<file path="config.mk">
export PLATFORM = sky130hd
export DESIGN_NAME = boot_seq_loader
export DESIGN_NICKNAME = d
export VERILOG_FILES = /design/src/rtl/boot_seq_pkg.sv /design/src/rtl/boot_seq_loader_ce_divider.sv /design/src/rtl/boot_seq_loader.sv
export SDC_FILE = /design/constraint.sdc
export NUM_CORES = 1
export LEC_CHECK = 0
export CAP_MARGIN = 20
export CORE_MARGIN = 10
export CORE_UTILIZATION = 51
export CTS_CLUSTER_DIAMETER = 120
export DETAILED_ROUTE_END_ITERATION = 10
export PLACE_DENSITY = 0.88
export SYNTH_ARGS = -nofsm -noshare
export SYNTH_HDL_FRONTEND = slang
export SYNTH_SLANG_ARGS = --single-unit
</file>
<file path="constraint.sdc">
create_clock -name clk_sys -period 4.63 [get_ports clk_sys]
set_input_delay 0.463 -clock clk_sys [delete_from_list [all_inputs] [get_ports clk_sys]]
set_output_delay 0.463 -clock clk_sys [all_outputs]
set_load 0.05 [all_outputs]
</file>
<file path="src/rtl/boot_seq_pkg.sv">
// boot_seq_pkg: shared state encoding and limits for the boot sequence loader.
package boot_seq_pkg;
    localparam int MAX_SEG = 8;
    typedef enum logic [2:0] {
        S_IDLE,
        S_SEL,
        S_FETCH,
        S_LATCH,
        S_WRITE,
        S_EXEC
    } state_t;
endpackage

</file>
<file path="src/rtl/boot_seq_loader_ce_divider.sv">
// ce_divider: free-running modulo-DIV counter; tick is high while the count is zero.
module ce_divider #(
    parameter int DIV = 16
) (
    input  logic clk_sys,
    input  logic reset_n,
    output logic tick
);
    localparam int CW = $clog2(DIV);
    logic [CW-1:0] cnt;
    always_ff @(posedge clk_sys or negedge reset_n) begin
        if (!reset_n) cnt <= '0;
        else cnt <= (cnt == CW'(DIV - 1)) ? '0 : cnt + CW'(1);
    end
    assign tick = (cnt == '0);
endmodule

</file>
<file path="src/rtl/boot_seq_loader.sv">
// boot_seq_loader: copies up to NUM_SEG ROM segments to a paced byte sink, then pulses execute.
module boot_seq_loader
    import boot_seq_pkg::*;
#(
    parameter int ADDR_W     = 16,
    parameter int ROM_AW     = 12,
    parameter int DATA_W     = 8,
    parameter int NUM_SEG    = 2,
    parameter int CE_DIV     = 16,
    parameter int AUTO_START = 1
) (
    input  logic                      clk_sys,
    input  logic                      reset_n,
    input  logic                      start,
    input  logic                      abort,
    input  logic [NUM_SEG*ROM_AW-1:0] seg_src,
    input  logic [NUM_SEG*ADDR_W-1:0] seg_dst,
    input  logic [NUM_SEG*ROM_AW-1:0] seg_len,
    input  logic [ADDR_W-1:0]         exec_addr_in,
    output logic [ROM_AW-1:0]         rom_addr,
    input  logic [DATA_W-1:0]         rom_data,
    output logic                      dn_go,
    output logic                      dn_wr,
    output logic [ADDR_W-1:0]         dn_addr,
    output logic [DATA_W-1:0]         dn_data,
    input  logic                      dn_wait,
    output logic                      execute_enable,
    output logic [ADDR_W-1:0]         execute_addr,
    output logic                      busy,
    output logic [2:0]                seg_idx
);
    localparam int SRC_W = MAX_SEG * ROM_AW;
    localparam int DST_W = MAX_SEG * ADDR_W;
    localparam logic [2:0] LAST = 3'(NUM_SEG - 1);

    state_t state, state_nxt;
    logic ce_tick, boot_pending, do_start, seg_adv, off_inc;
    logic [SRC_W-1:0] src_q, len_q;
    logic [DST_W-1:0] dst_q;
    logic [ROM_AW-1:0] cur_src, cur_len, off, off_nxt;
    logic [ADDR_W-1:0] cur_dst;

    ce_divider #(.DIV(CE_DIV)) u_ce (
        .clk_sys(clk_sys),
        .reset_n(reset_n),
        .tick   (ce_tick)
    );

    // Descriptor tables are padded to MAX_SEG so the 3-bit index always selects in range.
    assign cur_src = src_q[int'(seg_idx) * ROM_AW +: ROM_AW];
    assign cur_len = len_q[int'(seg_idx) * ROM_AW +: ROM_AW];
    assign cur_dst = dst_q[int'(seg_idx) * ADDR_W +: ADDR_W];
    assign off_nxt = off + ROM_AW'(1);
    assign rom_addr = cur_src + off;
    assign dn_addr = cur_dst + ADDR_W'(off);
    assign dn_go = state inside {S_FETCH, S_LATCH, S_WRITE};
    assign busy = (state != S_IDLE);
    assign execute_enable = (state == S_EXEC) && !abort;

    always_ff @(posedge clk_sys or negedge reset_n) begin
        if (!reset_n) state <= S_IDLE;
        else state <= state_nxt;
    end

    always_comb begin
        state_nxt = state;
        do_start = 1'b0;
        seg_adv = 1'b0;
        off_inc = 1'b0;
        dn_wr = 1'b0;
        case (state)
            S_IDLE: begin
                do_start = !abort && (start || boot_pending);
                state_nxt = do_start ? S_SEL : S_IDLE;
            end
            S_SEL: begin
                seg_adv = (cur_len == '0) && (seg_idx != LAST);
                state_nxt = (cur_len != '0) ? S_FETCH : (seg_idx == LAST) ? S_EXEC : S_SEL;
            end
            S_FETCH: state_nxt = S_LATCH;
            S_LATCH: state_nxt = S_WRITE;
            S_WRITE: begin
                dn_wr = ce_tick && !dn_wait;
                seg_adv = dn_wr && (off_nxt == cur_len) && (seg_idx != LAST);
                off_inc = dn_wr && (off_nxt != cur_len);
                state_nxt = !dn_wr ? S_WRITE : off_inc ? S_FETCH : (seg_idx == LAST) ? S_EXEC : S_SEL;
            end
            S_EXEC: state_nxt = S_IDLE;
            default: state_nxt = S_IDLE;
        endcase
        if (abort) state_nxt = S_IDLE;
    end

    always_ff @(posedge clk_sys or negedge reset_n) begin
        if (!reset_n) begin
            boot_pending <= (AUTO_START != 0);
            src_q <= '0;
            dst_q <= '0;
            len_q <= '0;
            seg_idx <= '0;
            off <= '0;
            dn_data <= '0;
            execute_addr <= '0;
        end else begin
            boot_pending <= 1'b0;
            if (do_start) begin
                src_q <= SRC_W'(seg_src);
                dst_q <= DST_W'(seg_dst);
                len_q <= SRC_W'(seg_len);
                seg_idx <= '0;
                off <= '0;
                execute_addr <= exec_addr_in;
            end else if (seg_adv) begin
                seg_idx <= seg_idx + 3'd1;
                off <= '0;
            end else if (off_inc) begin
                off <= off_nxt;
            end
            if (state == S_LATCH) dn_data <= rom_data;
        end
    end
endmodule
</file>
# After elaboration in Yosys (flattened, before gate mapping)
# Index checks and enable logic that the tools add are counted.
totals:
  regBits: 127
  inputBits: 109
  elab_cells: 64
op_classes:
  add_sub_neg: 5
  mul: 1
  n_eq_ne: 10
  shifts: 3
  n_mux: 17
  reduce_logical: 18
ops:
  columns: ["cell", "count"]
  rows:
  - ["128-bit by 8-bit variable part select with 16-bit output", 1]
  - ["96-bit by 32-bit variable part select with 12-bit output", 1]
  - ["96-bit by 8-bit variable part select with 12-bit output", 1]
  - ["12-bit two-way mux", 3]
  - ["3-bit two-way mux", 7]
  - ["16-bit by 12-bit adder with 16-bit output", 1]
  - ["3-bit case mux with 5 select lines", 1]
  - ["12-bit by 1-bit adder with 12-bit output (second input constant)", 1]
  - ["12-bit adder", 1]
  - ["12-bit equality test", 1]
  - ["12-bit zero test", 1]
  - ["12-bit inequality test", 1]
  - ["12-bit nonzero test", 1]
  - ["3-bit nonzero test", 3]
  - ["1-bit logical AND", 7]
  - ["3-bit by 1-bit equality test with 1-bit output (second input constant)", 2]
  - ["3-bit by 2-bit equality test with 1-bit output (second input constant)", 2]
  - ["3-bit equality test (second input constant)", 2]
  - ["3-bit by 2-bit multiplier with 5-bit output (second input constant)", 1]
  - ["4-bit by 1-bit adder with 4-bit output (second input constant)", 1]
  - ["4-bit equality test (second input constant)", 1]
  - ["4-bit zero test", 1]
  - ["1-bit two-way mux", 4]
  - ["4-bit two-way mux", 1]
  - ["7 further kinds", 8]

# Longest topological paths before layout
logic_depth:
  depth_word: 8
  mapped_depth: 17
  mapped_depth_nobuf: 13

# Modules after synthesis
# From an unflattened synthesis, not the netlist that was laid out.
hier_totals:
  cells_unflattened: 853
  area_unflattened_um2: 7250.7
by_module_without_submodules:
  columns: ["mod", "instances", "cells_per_inst", "area_per_inst_um2", "seq_area_each_um2"]
  rows:
  - ["boot_seq_loader", 1, 837, 7059.3, 3079.2]
  - ["ce_divider", 1, 16, 191.4, 100.1]

# Least setup slack after synthesis
# Ideal clock, no wire load.
synth_path:
  path_kind: "reg-to-output"
  startpoint: "register seg_idx[0]"
  endpoint: "output port rom_addr[10]"
  arrival_ps: 5531
  required_ps: 4167
  slack_ps: -1364
  path_stages_with_launch: 17
  path_buffers: 4
  cell_sequence: "dfrtp_1 buf_4 buf_2 buf_1 buf_1 mux2i_1 nor2_1 ha_1 inv_1 fa_1 nor2b_1 o21ai_0 a21boi_0 o21ai_0 a21oi_1 o21ai_0 o311ai_0"
synth_via:
  elab_chain_len: 3
synth_lines:
  columns: ["element", "line", "text"]
  rows:
  - ["start, declared", "boot_seq_loader.sv:30", "output logic [2:0] seg_idx"]
  - ["start signal, assigned", "boot_seq_loader.sv:114", "seg_idx <= seg_idx + 3'd1;"]
  - ["3-bit by 2-bit multiplier with 5-bit output", "boot_seq_loader.sv:50", "assign cur_src = src_q[int'(seg_idx) * ROM_AW +: ROM_AW];"]
  - ["96-bit by 32-bit variable part select with 12-bit output", "boot_seq_loader.sv:50", null]
  - ["12-bit adder", "boot_seq_loader.sv:54", "assign rom_addr = cur_src + off;"]
  - ["end, declared", "boot_seq_loader.sv:20", "output logic [ROM_AW-1:0] rom_addr,"]
# Every way passes these cells.

# Worst setup path in the final report
layout_path:
  startpoint: "register seg_idx[1]"
  endpoint: "output port dn_addr[12]"
layout_via:
  elab_chain_len: 2
layout_lines:
  columns: ["element", "line", "text"]
  rows:
  - ["128-bit by 8-bit variable part select with 16-bit output", "boot_seq_loader.sv:52", "assign cur_dst = dst_q[int'(seg_idx) * ADDR_W +: ADDR_W];"]
  - ["16-bit by 12-bit adder with 16-bit output", "boot_seq_loader.sv:55", "assign dn_addr = cur_dst + ADDR_W'(off);"]
  - ["end, declared", "boot_seq_loader.sv:24", "output logic [ADDR_W-1:0] dn_addr,"]
# Every way passes these cells.

==> out/metrics.csv <==
stage,metric,value,unit
setup_path,WP data required,4.17,ns
routing,drt pass-1 iters,6,
synth,synthesized instance count,853,
routing,DR DRC count,0,
sta,Clock Skew,0.007720,ns
clock_network,CTS buffer count,17,
final_layout,ratio of cells with drive above 1 in the final layout,9.091,%
flow_run,MaxCap Viol Count,0,
sta,final setup fails,0,
synth,combinational family with the most area after synthesis,simple AND/OR/NAND/NOR gates,
floorplanning,Die W,139.1,µm
sta,worst relative slew slack,42.93,%
synth,area share of fa/ha/maj cells after synthesis,5.400,%
floorplanning,FP Rows,43,
routing,total wire length,20190,µm
setup_path,"Largest stage delay, worst path",0.44,ns
routing,routed len/inst,16.78,µm
clock_network,Post-CTS Setup Bufs,0,
setup_path,Worst path top cell family by delay,compound AO/OA/AOI/OAI gates,
synth,Yosys reg bits,127,
placement,DP Area,9166,µm²
clock_network,"Clk pin slew, worst setup/hold paths",0.06,ns
final_layout,NumNets Final,1149,
setup_path,Crit. End Element,output port,
setup_path,CP cell instances,"or2_1, nor2_1, ha_1, inv_1, fa_1, nor2b_1, o21ai_0, a21boi_0, o21ai_0, a211oi_1, o21ai_0, a21oi_1, xor2_4, buf_12",
power_and_ir_drop,Power Density,468.9,nW/µm²
global_route,vias in the first global route,6572,
final_layout,fin area,9747,µm²
clock_network,cells resized by post-CTS repair,0,
setup_path,Critical Path Fanout Max,6,
synth,post-synthesis simple-gate area fraction,26.32,%
routing,ANT nets after route,0,
synth,post-synth top area share,43.61,%
routing,routed vias/inst,5.348,
floorplanning,core box area,13880,µm²
power_and_ir_drop,Max VDD drop,0.0003448,V
sta,fin crit share,93.52,%
synth,"FFs w/ async S/R, synth",100.0,%
sta,final setup margin,0.2998,ns
power_and_ir_drop,leakage,4.598,nW
synth,Unique masters post-synth,59,
global_route,Global Route Usage Sum,20.41,%
synth,"Seq/Total Area, Yosys",43.98,%
global_route,first-pass GRT wire length,32720,µm
min_path,Worst Hold Class,input pin to async pin,
setup_path,Critical Path Start Type,register,
routing,initial drt markers,500,
synth,Syn Nets,992,
floorplanning,Die Area,19340,µm²
placement,port buffer count,167,
global_route,largest net degree at the start of global routing,59,
clock_network,CTS sink count,127,
synth,Area contributors post-synth,"dfrtp_1, nand2_1, mux2i_1",
clock_network,CTS tree,done,
synth,top_reg_cell synth,dfrtp_1,
floorplanning,starting density of the core,52.08,%
clock_network,Clock Latency Late Sink,0.42,ns
setup_path,"Top cell by count, worst path",o21ai_0,
placement,GP Congestion,0.9240,
placement,Setup WS pre-CTS,0.8459,ns
floorplanning,die span in y,139.1,µm
run_status,status,completed,
global_route,initial antenna violation count,0,
setup_path,WP data arrival,3.87,ns
final_layout,Layout area overhead,34.82,%
sta,FMAX,0.2309,GHz
synth,post-synthesis xor/xnor area fraction,4.984,%
sta,Final Hold Vio Count,0,
final_layout,ANT cells,0,
routing,Via Count,6434,
synth,synthesized area,7229,µm²
synth,Post-synth EDFFs,0,
setup_path,CP Class,register to output port,
setup_path,"Slowest-stage cell, CP",dfrtp_1,
floorplanning,I/O pin count,168,
final_layout,"Core Util, Final",70.22,%
synth,mux share of post-synthesis cell area,7.252,%
clock_network,CTS Root Cell,clkbuf_16,
synth,YS warnings,0,
synth,post-synthesis compound-gate area fraction,7.961,%
clock_network,Clock Tree Buf Depth,2,
sta,"Slew Viols, Final",0,
synth,Synth Area per Inst,8.475,µm²
sta,Worst-Margin Slew,0.8450,ns
clock_network,cts hold-fix bufs,0,
setup_path,Worst Path Buf+Inv,2,
synth,cell accounting for the most synthesized area,dfrtp_1,
clock_network,H-tree depth,4,
placement,Post-DP HPWL,14930,µm
global_route,global route total overflow,0,
final_layout,Fill cells,1055,
sta,min Tclk post-route,4.330,ns
[worst paths after layout]
path | from | to | slack (ns) | cells after the start
max | seg_idx[1]$_DFFE_PN0P_ | dn_addr[12] | 0.30 | 14
min | reset_n | len_q[21]$_DFFE_PN0P_ | 0.04 | 1
max reg2reg | seg_idx[0]$_DFFE_PN0P_ | off[1]$_DFFE_PN0P_ | 1.55 | 9
min reg2reg | execute_addr[15]$_DFFE_PN0P_ | execute_addr[15]$_DFFE_PN0P_ | 0.47 | 2
max in group asynchronous | reset_n | src_q[23]$_DFFE_PN0P_ | 3.59 | 2
min in group clk_sys | execute_addr[15]$_DFFE_PN0P_ | execute_addr[15]$_DFFE_PN0P_ | 0.47 | 2
[per-stage QoR]
stage               setup TNS (ns)  hold slack (ns)  instances  power (mW)
floorplan                        0           0.1674        853       2.647
global placement                 0           0.4562       1171       3.261
detailed placement               0           0.4615       1171       3.299
CTS                              0          0.04991       1203       4.597
global route             -0.005421          0.07218       1203       4.799
finish                           0          0.03561       1203       4.570
[synthesized netlist by cell type (all sizes together) (2+ instances only)]
library cell,instances
mux2i,40
dfrtp,126
mux2,11
nand4,7
nand3b,7
a21oi,22
o21ai,26
xor2,7
nor2b,3
xnor2,29
a211oi,6
and3,4
and2,6
ha,28
nor4,6
clkbuf,22
or3,6
nand2,310
o211ai,3
fa,2
o21bai,2
a221oi,2
a211o,2
or2,3
o21a,2
a21boi,2
o41ai,3
nor2,71
inv,29
xnor3,2
a21o,4
nor3,15
o31ai,4
buf,15
a41oi,2
nand3,15
[area by class of cell]
type | instances | area (µm²) | area share (%)
Sequential cell | 127 | 3181 | 32.63
Inverter | 29 | 108.9 | 1.117
Tap cell | 180 | 225.2 | 2.311
Multi-Input combinational cell | 660 | 3837 | 39.37
Timing Repair Buffer | 175 | 1818 | 18.65
Clock buffer | 20 | 466.7 | 4.788
Clock inverter | 12 | 110.1 | 1.130
[sequential cells by signal, summed over array words and instances, names as in the netlist]
register,count
dst_q,32
src_q,24
len_q,24
execute_addr,16
u_ce.cnt,4
dn_data,8
boot_pending,1
off,12
seg_idx,3
state,3
[report_power, final]
| group | leakage (nW) | total (mW) | internal, mW | switching [mW] |
|---|---|---|---|---|
| clock network | 0.275 | 1.29 | 0.782 | 0.504 |
| registers | 1.59 | 1.53 | 1.37 | 0.159 |
| logic | 2.73 | 1.76 | 0.677 | 1.08 |
| total | 4.60 | 4.57 | 2.83 | 1.74 |
[placed cells by master, fill, tap and decap left out, drive strengths merged, types with 20 or more instances in the layout]
cell             n
nand2          310
xnor2           29
ha              28
clkbuf          20
buf             25
clkdlybuf4s50  150
mux2i           40
dfrtp          126
o21ai           26
a21oi           22
inv             31
nor2            71
[metal layers]
layer	vias to the layer above	global-route usage, %	wire, µm	part of all wire (%)
met2	246	32.35	9542	47
met5	-	0	0	0
met1	3012	24.21	8332	41
met4	0	8.457	618	3.1
li1	3128	-	-	-
met3	48	7.979	1695	8.4
[kinds of logic after synthesis]
| logic type | count (synthesis) |
|---|---|
| simple gates | 456 |
| flops | 127 |
| compound gates | 84 |
| buf+inv | 66 |
| mux | 51 |
| xor+xnor | 38 |
| fa+ha+maj | 30 |
| other cells | 1 |
No activity file was read; power rests on OpenSTA's default activity.
==> edit: new RTL, same flow settings <==
Change the parameter `AUTO_START` from 1 to 0.
--- a/src/rtl/boot_seq_loader.sv
+++ b/src/rtl/boot_seq_loader.sv
@@ -7,7 +7,7 @@
     parameter int DATA_W     = 8,
     parameter int NUM_SEG    = 2,
     parameter int CE_DIV     = 16,
-    parameter int AUTO_START = 1
+    parameter int AUTO_START = 0
 ) (
     input  logic                      clk_sys,
     input  logic                      reset_n,
Formal check against the unedited RTL: not equivalent (Yosys sat finds a counterexample within 4 cycles, from zero or initial values and one cycle with reset_n low).
==> edit against the original RTL <==
Synthesized area rose by 5.3%. Routed wire length rose by 4.8%. Sequential cell count fell by 1. Synthesized cell count fell by 18%. Critical path depth fell by 3. Via count fell by 4.8%. Design area rose by 2.5%. Total power rose by 8.9%. Maximum frequency fell by 0.41%. Setup slack got worse by 0.018 ns. Combinational power rose by 15%. Count of clock-buffer cells in the layout rose by 1. Critical path type unchanged. Largest cell class unchanged. Highest routed layer unchanged.
==> edit: results <==
[global_routing]
grt_pass1_wl_um = 33500
antenna_found_initial = 0
grt_usage = 0.206
grt_pass1_vias = 6175
grt_start_max_net_pins = 73

[power]
p_comb_mw = 2.03
p_per_area_nw_per_um2 = 498
p_leak_nw = 4.14
ir_drop_uv = 325
p_seq_frac = 0.319
switching_power_mw = 1.87

[timing]
worst_pin_slew_ns = 0.758
clock_skew_ns = 0.00861

[synth]
syn_inst = 701
syn_nets = 840
synth_cell_types = 78
synth_common_cells = 126 x dfrtp_1, 108 x mux2_2, 51 x nor2_1
synthTopCellsByArea = dfrtp_1 41%, mux2_2 16%, mux2i_1 5.0%
ys_seq_area_frac = 0.414
yosys_warnings = 0
synthArstFlopShare = 1.00

[placement]
gp_congestion = 0.913
placed_area_um2 = 9360
place_ws_ns = 0.735
hpwl_um = 15600
port-buffer-count = 167

[clock_tree]
root_buffer = clkbuf_16
cts_max_path_buffers = 2
clock_latency_ns = 0.42
clk_pin_slew_ns = 0.06
cts-buffers-inserted = 17
htreeDepth = 4

[finish]
final_cells = 1052
reg.largest.list = dst_q (32), len_q (24), src_q (24)
drive_gt1_frac = 0.220
final_nets = 995
antennaDiodeCount = 0

[setup_path]
crit_fanout = 20
worstPathArrival_ns = 3.88

[detailed_routing]
drtPass1Iterations = 5
drt_wl_total_um = 21200
drt-initial-drc-count = 552
via_per_inst = 5.82

[hold_path]
worstHoldPathType = in -> async

[outcome]
status = finished clean
==> edit: cell types whose count changed in the layout (fill, tap and decap cells not counted), sizes merged, moves of 6 or more <==
| cell | before | now |
|---|---|---|
| nand2 | 310 | 30 |
| mux2 | 11 | 109 |
| nor2 | 71 | 52 |
| a31oi | 1 | 13 |
| a21oi | 22 | 33 |
| xnor2 | 29 | 18 |
| o2111ai | 0 | 8 |
| nand3b | 7 | 1 |
| o21a | 2 | 8 |
==> edit: layer usage <==
| layer | GRT usage | vias up | wire length [um] |
|---|---|---|---|
| met4 | 0.0597 | 0 | 367 |
| met2 | 0.348 | 239 | 10800 |
| met1 | 0.258 | 2990 | 8670 |
| li1 | - | 2869 | - |
| met5 | 0 | - | 0 |
| met3 | 0.0447 | 28 | 1340 |
==> edit: logic make-up (layout without fill, tap and decap cells) <==
logic type | Yosys count | count (layout) | share of synthesized area
buf+inv | 68 | 235 | 0.0485
xor+xnor | 29 | 29 | 0.0352
simple gates | 167 | 167 | 0.115
fa+ha+maj | 30 | 30 | 0.0513
flops | 126 | 126 | 0.414
compound gates | 134 | 134 | 0.125
mux | 147 | 147 | 0.211
==> edit: worst max-delay path, cell delays in order, from the launching register on <==
cell             delay (ns)
dfrtp_2                0.54
buf_4                  0.40
mux2i_1                0.28
nor2_1                 0.06
ha_1                   0.34
nand3_1                0.11
nand2_1                0.15
a31oi_1                0.30
nand2b_1               0.09
a21oi_1                0.18
xnor2_1                0.16
clkdlybuf4s50_1        0.85
==> edit: layout make-up <==
class	instances	area (um2)
clock buffer	21	460
clock inverter	10	139
fill	1018	4600
inverter	27	101
multi-input combinational	507	4140
sequential	126	3150
tap	184	230
timing repair buffer	177	1770
==> edit: path summary, 6_finish.rpt <==
path,start,to,slack [ns],cells past startpoint
max reg2reg,seg_idx[0]$_DFFE_PN0P_,off[10]$_DFFE_PN0P_,1.30,8
min,reset_n,len_q[5]$_DFFE_PN0P_,0.08,1
max in group asynchronous,reset_n,dst_q[20]$_DFFE_PN0P_,3.60,2
min reg2reg,u_ce.cnt[0]$_DFF_PN0_,u_ce.cnt[0]$_DFF_PN0_,0.50,1
min in group clk_sys,u_ce.cnt[0]$_DFF_PN0_,u_ce.cnt[0]$_DFF_PN0_,0.50,1
max,seg_idx[0]$_DFFE_PN0P_,dn_addr[11],0.28,11
==> edit: repair_timing <==
item | CTS | global route
buffers inserted | 0 | 0
endpoints found under the hold margin | 0 | 0
setup endpoints to repair | 0 | 2
gates resized for setup | 0 | 2
